## src/rtl/ps2_pkg.sv

```systemverilog
// Shared types and scan-code constants for the PS/2 receive path.
package ps2_pkg;
  typedef enum logic [1:0] {IDLE, DATA, PARITY, STOP} ps2_state_e;

  localparam logic [7:0] KC_IDLE  = 8'h00;
  localparam logic [7:0] KC_BREAK = 8'hF0;
  localparam logic [7:0] KC_EXT   = 8'hE0;
endpackage

```

## src/rtl/ps2_clk_filter.sv

```systemverilog
// Synchronizes the raw PS/2 clock, debounces it over FILTER_LEN samples and
// emits a registered one-cycle pulse on each filtered falling edge.
module ps2_clk_filter #(
  parameter int FILTER_LEN = 4
) (
  input  logic clk,
  input  logic rst_n,
  input  logic raw_i,
  output logic fall_o
);
  logic [1:0]            sync_q, sync_d;
  logic [FILTER_LEN-1:0] hist_q, hist_d;
  logic                  filt_q, filt_d;
  logic                  fall_q, fall_d;

  always_comb begin
    sync_d = {sync_q[0], raw_i};
    hist_d = {hist_q[FILTER_LEN-2:0], sync_q[1]};
    filt_d = filt_q;
    // Only a full run of equal samples moves the output; anything shorter holds it.
    if (&hist_q)       filt_d = 1'b1;
    else if (~|hist_q) filt_d = 1'b0;
    fall_d = filt_q & ~filt_d;
  end

  always_ff @(posedge clk or negedge rst_n) begin
    if (!rst_n) begin
      sync_q <= 2'b11;
      hist_q <= '1;
      filt_q <= 1'b1;
      fall_q <= 1'b0;
    end else begin
      sync_q <= sync_d;
      hist_q <= hist_d;
      filt_q <= filt_d;
      fall_q <= fall_d;
    end
  end

  assign fall_o = fall_q;
endmodule

```

## src/rtl/ps2_rx.sv

```systemverilog
// PS/2 device-to-host frame receiver: start, 8 data bits LSB first, odd parity,
// stop. Good bytes appear on keycode for exactly one cycle; errors are strobed.
module ps2_rx
  import ps2_pkg::*;
#(
  parameter int FILTER_LEN  = 4,
  parameter int TIMEOUT_CYC = 10000
) (
  input  logic       clk,
  input  logic       rst_n,
  input  logic       ps2_clk,
  input  logic       ps2_data,
  output logic [7:0] keycode,
  output logic       kc_valid,
  output logic [7:0] kc_last,
  output logic       parity_err,
  output logic       frame_err,
  output logic       busy
);
  localparam int            TW      = $clog2(TIMEOUT_CYC);
  localparam logic [TW-1:0] TMO_MAX = TW'(TIMEOUT_CYC - 1);

  logic          fall;
  logic [1:0]    dsync_q, dsync_d;
  logic          din;
  ps2_state_e    state_q, state_d;
  logic [2:0]    bitcnt_q, bitcnt_d;
  logic [7:0]    shift_q, shift_d;
  logic          par_q, par_d;
  logic [TW-1:0] tmo_q, tmo_d;
  logic [7:0]    keycode_q, keycode_d;
  logic [7:0]    kc_last_q, kc_last_d;
  logic          kc_valid_q, kc_valid_d;
  logic          parity_err_q, parity_err_d;
  logic          frame_err_q, frame_err_d;

  ps2_clk_filter #(.FILTER_LEN(FILTER_LEN)) u_clk_filter (
    .clk    (clk),
    .rst_n  (rst_n),
    .raw_i  (ps2_clk),
    .fall_o (fall)
  );

  assign dsync_d = {dsync_q[0], ps2_data};
  assign din     = dsync_q[1];

  always_comb begin
    state_d      = state_q;
    bitcnt_d     = bitcnt_q;
    shift_d      = shift_q;
    par_d        = par_q;
    tmo_d        = tmo_q;
    keycode_d    = KC_IDLE;
    kc_last_d    = kc_last_q;
    kc_valid_d   = 1'b0;
    parity_err_d = 1'b0;
    frame_err_d  = 1'b0;

    if (state_q == IDLE || fall) tmo_d = '0;
    else if (tmo_q != TMO_MAX)   tmo_d = tmo_q + TW'(1);

    case (state_q)
      IDLE: if (fall && !din) begin
        state_d  = DATA;
        bitcnt_d = 3'd0;
      end
      DATA: if (fall) begin
        shift_d  = {din, shift_q[7:1]};
        bitcnt_d = bitcnt_q + 3'd1;
        if (bitcnt_q == 3'd7) state_d = PARITY;
      end
      PARITY: if (fall) begin
        par_d   = din;
        state_d = STOP;
      end
      STOP: if (fall) begin
        state_d = IDLE;
        // A bad stop bit outranks a parity error.
        if (!din) frame_err_d = 1'b1;
        else if (^{shift_q, par_q}) begin
          kc_valid_d = 1'b1;
          keycode_d  = shift_q;
          kc_last_d  = shift_q;
        end else parity_err_d = 1'b1;
      end
      default: state_d = IDLE;
    endcase

    // A fall in the same cycle keeps the frame alive.
    if (state_q != IDLE && !fall && tmo_q == TMO_MAX) begin
      state_d     = IDLE;
      frame_err_d = 1'b1;
    end
  end

  always_ff @(posedge clk or negedge rst_n) begin
    if (!rst_n) begin
      dsync_q      <= 2'b11;
      state_q      <= IDLE;
      bitcnt_q     <= 3'd0;
      shift_q      <= 8'h00;
      par_q        <= 1'b0;
      tmo_q        <= '0;
      keycode_q    <= KC_IDLE;
      kc_last_q    <= KC_IDLE;
      kc_valid_q   <= 1'b0;
      parity_err_q <= 1'b0;
      frame_err_q  <= 1'b0;
    end else begin
      dsync_q      <= dsync_d;
      state_q      <= state_d;
      bitcnt_q     <= bitcnt_d;
      shift_q      <= shift_d;
      par_q        <= par_d;
      tmo_q        <= tmo_d;
      keycode_q    <= keycode_d;
      kc_last_q    <= kc_last_d;
      kc_valid_q   <= kc_valid_d;
      parity_err_q <= parity_err_d;
      frame_err_q  <= frame_err_d;
    end
  end

  assign keycode    = keycode_q;
  assign kc_last    = kc_last_q;
  assign kc_valid   = kc_valid_q;
  assign parity_err = parity_err_q;
  assign frame_err  = frame_err_q;
  assign busy       = (state_q != IDLE);
endmodule

```

## config.mk

```make
export PLATFORM = sky130hd
export DESIGN_NAME = ps2_rx
export DESIGN_NICKNAME = d
export VERILOG_FILES = /design/src/rtl/ps2_pkg.sv /design/src/rtl/ps2_clk_filter.sv /design/src/rtl/ps2_rx.sv
export SDC_FILE = /design/constraint.sdc
export NUM_CORES = 1
export LEC_CHECK = 0
export ABC_AREA = 1
export ABC_CLOCK_PERIOD_IN_PS = 1600
export CORE_MARGIN = 8
export CORE_UTILIZATION = 51
export CTS_CLUSTER_SIZE = 40
export DETAILED_ROUTE_END_ITERATION = 8
export PLACE_DENSITY = 0.8
export SLEW_MARGIN = 20
export SYNTH_ARGS = -nofsm -noshare
export SYNTH_HDL_FRONTEND = slang
export SYNTH_HIERARCHICAL = 1
export SYNTH_SLANG_ARGS = --single-unit
```

## constraint.sdc

```tcl
create_clock -name clk -period 1.6 [get_ports clk]
set_clock_uncertainty 0.1 [all_clocks]
set_input_delay 0.48 -clock clk [delete_from_list [all_inputs] [get_ports clk]]
set_output_delay 0.48 -clock clk [all_outputs]
set_load 0.01 [all_outputs]
```

==> PnR_summary.wiki <==
{| class="wikitable"
! Metric !! Value
|-
| Worst setup timing slack at the placement stage || -0.408 ns
|-
| Setup violations, final || 19
|-
| Clock tree from TritonCTS || built
|-
| Number of warnings reported in the yosys synthesis log || 6
|-
| Worst path required time || 1.73 ns
|-
| Portion of the post-synthesis area used by sequential elements || 56.4%
|-
| Leak || 1.62 nW
|-
| Hold depth || 0
|-
| Worst slew slack as a fraction of its limit || 77.5%
|-
| Max-cap check violation count || 0
|-
| Number of vias after detailed routing || 1977
|-
| Reg2Reg Setup Slack || -0.27 ns
|-
| Final hold viol count || 0
|-
| Total overflow reported by the global router || 0
|-
| Critical path data arrival time || 2.00 ns
|-
| Core footprint || 0.00479 mm2
|-
| Max-slew violation count || 0
|-
| Comb power frac || 28.3%
|-
| Critical hold path startpoint || u_clk_filter/sync_q[1]$_DFF_PN1_
|-
| P per Cell Area || 1350 mW/mm2
|-
| Violated checks || setup timing
|-
| Cell variety after synth || 31
|-
| Mapped Avg Cell Area || 9.65 um2
|-
| Count of nets left with antenna violations after detail routing || 0
|-
| Synthesized area || 0.00255 mm2
|-
| Number of buffers added by the clock tree synthesis step || 9
|-
| Result of the run || finished, violations left
|-
| Worst Tran Pin Value || 0.338 ns
|-
| Drc violations || 0
|-
| Layout cell share with drive strength beyond 1 || 27.1%
|-
| Number of I/O port buffers || 23
|-
| Synthesis-to-finish area growth || 30.2%
|-
| Clock root buffer || clkbuf_8
|-
| TritonRoute pass-1 iters || 4
|-
| Final critical path time including I/O delays and setup || 1.87 ns
|-
| Crit start category || register
|-
| Pin count of the biggest net entering global routing || 27
|-
| Clock edge transition at the registers on the reported setup and hold paths || 0.06 ns
|-
| Final Net Count || 332
|-
| Sw Ratio || 30.6%
|-
| Area occupied by multi-input gates || 971 um2
|-
| Count of flip-flops with a built-in enable after synthesis || 0
|-
| Switching power of the nets || 1.38 mW
|-
| Worst R2R Start || shift_q[4]$_DFFE_PN0P_
|-
| Total Neg Setup Slack || -3.66 ns
|-
| Effective utilization at floorplan || 53.2%
|-
| Period utilisation layout || 117%
|-
| Async set or reset register ratio after synthesis || 100%
|-
| Number of antenna violations at the first check in global routing || 0
|-
| Layout Cell Area excl Fill || 0.00332 mm2
|-
| Routed WL || 5320 um
|-
| Longest Clk Path Bufs || 2
|-
| IR drop worst, VDD || 0.878 mV
|-
| Cells after synthesis || 264
|-
| R2R Path End || kc_last[3]$_DFFE_PN0P_
|-
| Combined flip-flop and latch cell area || 0.00144 mm2
|-
| Via count of the first global-routing pass || 1956
|-
| Drt initial violations || 114
|-
| DP HPWL || 3450 um
|-
| DIE WIDTH || 86.7 um
|-
| Synthesis-stage register bit count || 57
|-
| GRT Overall Usage || 15.5%
|-
| Endpoint, Worst Hold || u_clk_filter/hist_q[0]$_DFF_PN1_
|-
| Main flop type after synthesis || dfrtp_1
|-
| Category of the critical setup timing path || reg2reg
|-
| Avg WL per Cell || 13.6 um
|-
| Placement Cell Area || 0.00296 mm2
|-
| Final estimated routing congestion in global placement || 0.777
|-
| Via density per instance || 5.04
|-
| Syn Nets || 276
|-
| H-tree level count || 3
|-
| Unrepaired setup endpoints after global routing || yes
|-
| I/O pin count || 24
|-
| Wire length of the first global-routing pass || 8870 um
|-
| Worst Setup Slack, final || -0.271 ns
|-
| Worst skew pair latency || 0.35 ns
|-
| Highest clock rate || 534 MHz
|-
| Part of the total power dissipated in the clock network || 34.6%
|-
| Die Footprint || 0.00751 mm2
|-
| Sequential fraction of design power || 37.1%
|-
| Number of antenna cells inserted || 0
|-
| Crit end category || register
|-
| Critical-path maximum fanout || 23
|-
| Internal power || 3.11 mW
|-
| Die extent in y || 86.7 um
|-
| Num rows || 25
|-
| Filler Cells Inserted || 343
|-
| # clock sinks || 57
|-
| Count of cells along the worst register-to-register path || 10
|-
| Worst hold path class || reg2reg
|-
| Final Total Pwr || 4.49 mW
|}
[cells in the final DEF (no fill, tap or decap), types with 2 or more instances in the layout]
cell             Yosys  routed
ha_4                 0       2
inv_1               34      30
nor2_4               6       6
inv_2                3       5
nand3_1              4       4
dfrtp_1             48      47
nor2_2               4       4
dlygate4sd2_1        0      10
clkdlybuf4s50_1      0       2
o21ai_0             16      16
nor2_1              22      22
a21oi_1             10      10
buf_4                1      22
nand2_2              3       4
nand3_2              3       3
clkdlybuf4s15_1      0       8
xnor2_2              0       2
bufinv_16            0       2
a31oi_1              2       2
ha_1                 8       5
nor3_1               3       3
dfstp_2              9       9
buf_12               0       2
buf_6                3       3
clkbuf_8             0      11
nand4_1              4       4
clkinvlp_4           0       2
xnor2_1              5       3
nand2_1             56      55
o21ai_1             10      10
[final cells by class]
| class | count | area share, % |
|---|---|---|
| clock buffers | 12 | 4.68 |
| clock inverters | 4 | 2.26 |
| inverters | 37 | 4.41 |
| multi-input cells | 165 | 29.3 |
| flip-flops and latches | 57 | 43.4 |
| well taps | 67 | 2.53 |
| repair buffers | 50 | 13.5 |
[cell families after synthesis]
group	Yosys count	synth area share, %
xor gates and xnor gates	6	2.06
AOI/OAI and AO/OA	44	9.82
DFF	57	56.4
and+or+nand+nor	107	20.5
buffers and inverters	42	7.22
adders and majority gates	8	3.93
[what timing repair did]
action                                 4_1_cts  5_1_grt
hold buffers                                 1        0
pin swaps                                    3        3
setup endpoints to repair                   37       31
resized for setup                           39       13
endpoints found under the hold margin        9        0
setup buffers                                3        8
[registers in the layout, indices dropped and copies added, names as in the netlist, 3 cells and up]
signal and count:
keycode 8, u_clk_filter/hist_q 4, tmo_q 14, shift_q 8
kc_last 8, bitcnt_q 3
[worst max-delay path, cell delays in order, from the launching register on]
cell and delay, ns:
dfrtp_1 0.41, xnor2_2 0.16, xnor2_1 0.20, nand2_1 0.07, inv_1 0.05, nor2_1 0.04
ha_1 0.32, nor2_4 0.15, inv_6 0.10, nand2_1 0.08, o21ai_1 0.07
[power groups by stage]
stage	Clock (mW)	Combinational [mW]	Sequential, mW
2_1_floorplan	0	0.621	1.67
3_3_place_gp	0	0.917	1.67
3_5_place_dp	0	0.962	1.68
4_1_cts	1.58	1.01	1.66
5_1_grt	1.63	1.41	1.67
6_report	1.55	1.27	1.66
[stage by stage]
step / hold slack (ns) / utilization, % / instances
after floorplan: 0.0844 / - / 264
after global placement: 0.247 / 61.9 / 366
after detailed placement: 0.247 / 61.9 / 366
after CTS: 0.257 / 67.4 / 385
after global routing: 0.257 / 69.3 / 392
final: 0.256 / 69.3 / 392
[worst max-delay path by stage]
stage,start,end,depth (start not counted)
final,shift_q[4]$_DFFE_PN0P_,kc_last[3]$_DFFE_PN0P_,10
after CTS,par_q$_DFFE_PN0P_,kc_last[3]$_DFFE_PN0P_,10
after global routing,shift_q[4]$_DFFE_PN0P_,kc_last[3]$_DFFE_PN0P_,9
after floorplan,shift_q[4]$_DFFE_PN0P_,kc_last[3]$_DFFE_PN0P_,11
after detailed placement,shift_q[4]$_DFFE_PN0P_,kc_last[3]$_DFFE_PN0P_,10
after global placement,shift_q[4]$_DFFE_PN0P_,kc_last[0]$_DFFE_PN0P_,9
[synth_stat cells (all sizes together) (2+ instances only)]
| cell type | number | area share (%) |
|---|---|---|
| nand2 | 59 | 9.0 |
| dfrtp | 48 | 47 |
| inv | 37 | 5.5 |
| nor2 | 32 | 6.9 |
| o21ai | 26 | 5.1 |
| a21oi | 11 | 2.3 |
| dfstp | 9 | 9.3 |
| ha | 8 | 3.9 |
| nand3 | 8 | 2.7 |
| xnor2 | 5 | 1.7 |
| buf | 4 | 1.6 |
| nand4 | 4 | 0.98 |
| nor3 | 3 | 0.59 |
| a31oi | 2 | 0.49 |
[metal layers]
layer / up-vias / global-route usage (%) / wire, um
met1: 948 / 18.0 / 2260
met3: 16 / 5.29 / 279
li1: 955 / - / -
met2: 58 / 24.3 / 2620
met5: - / 0 / 0
met4: 0 / 8.61 / 161
Note: power is estimated with default switching activity, not from simulation.
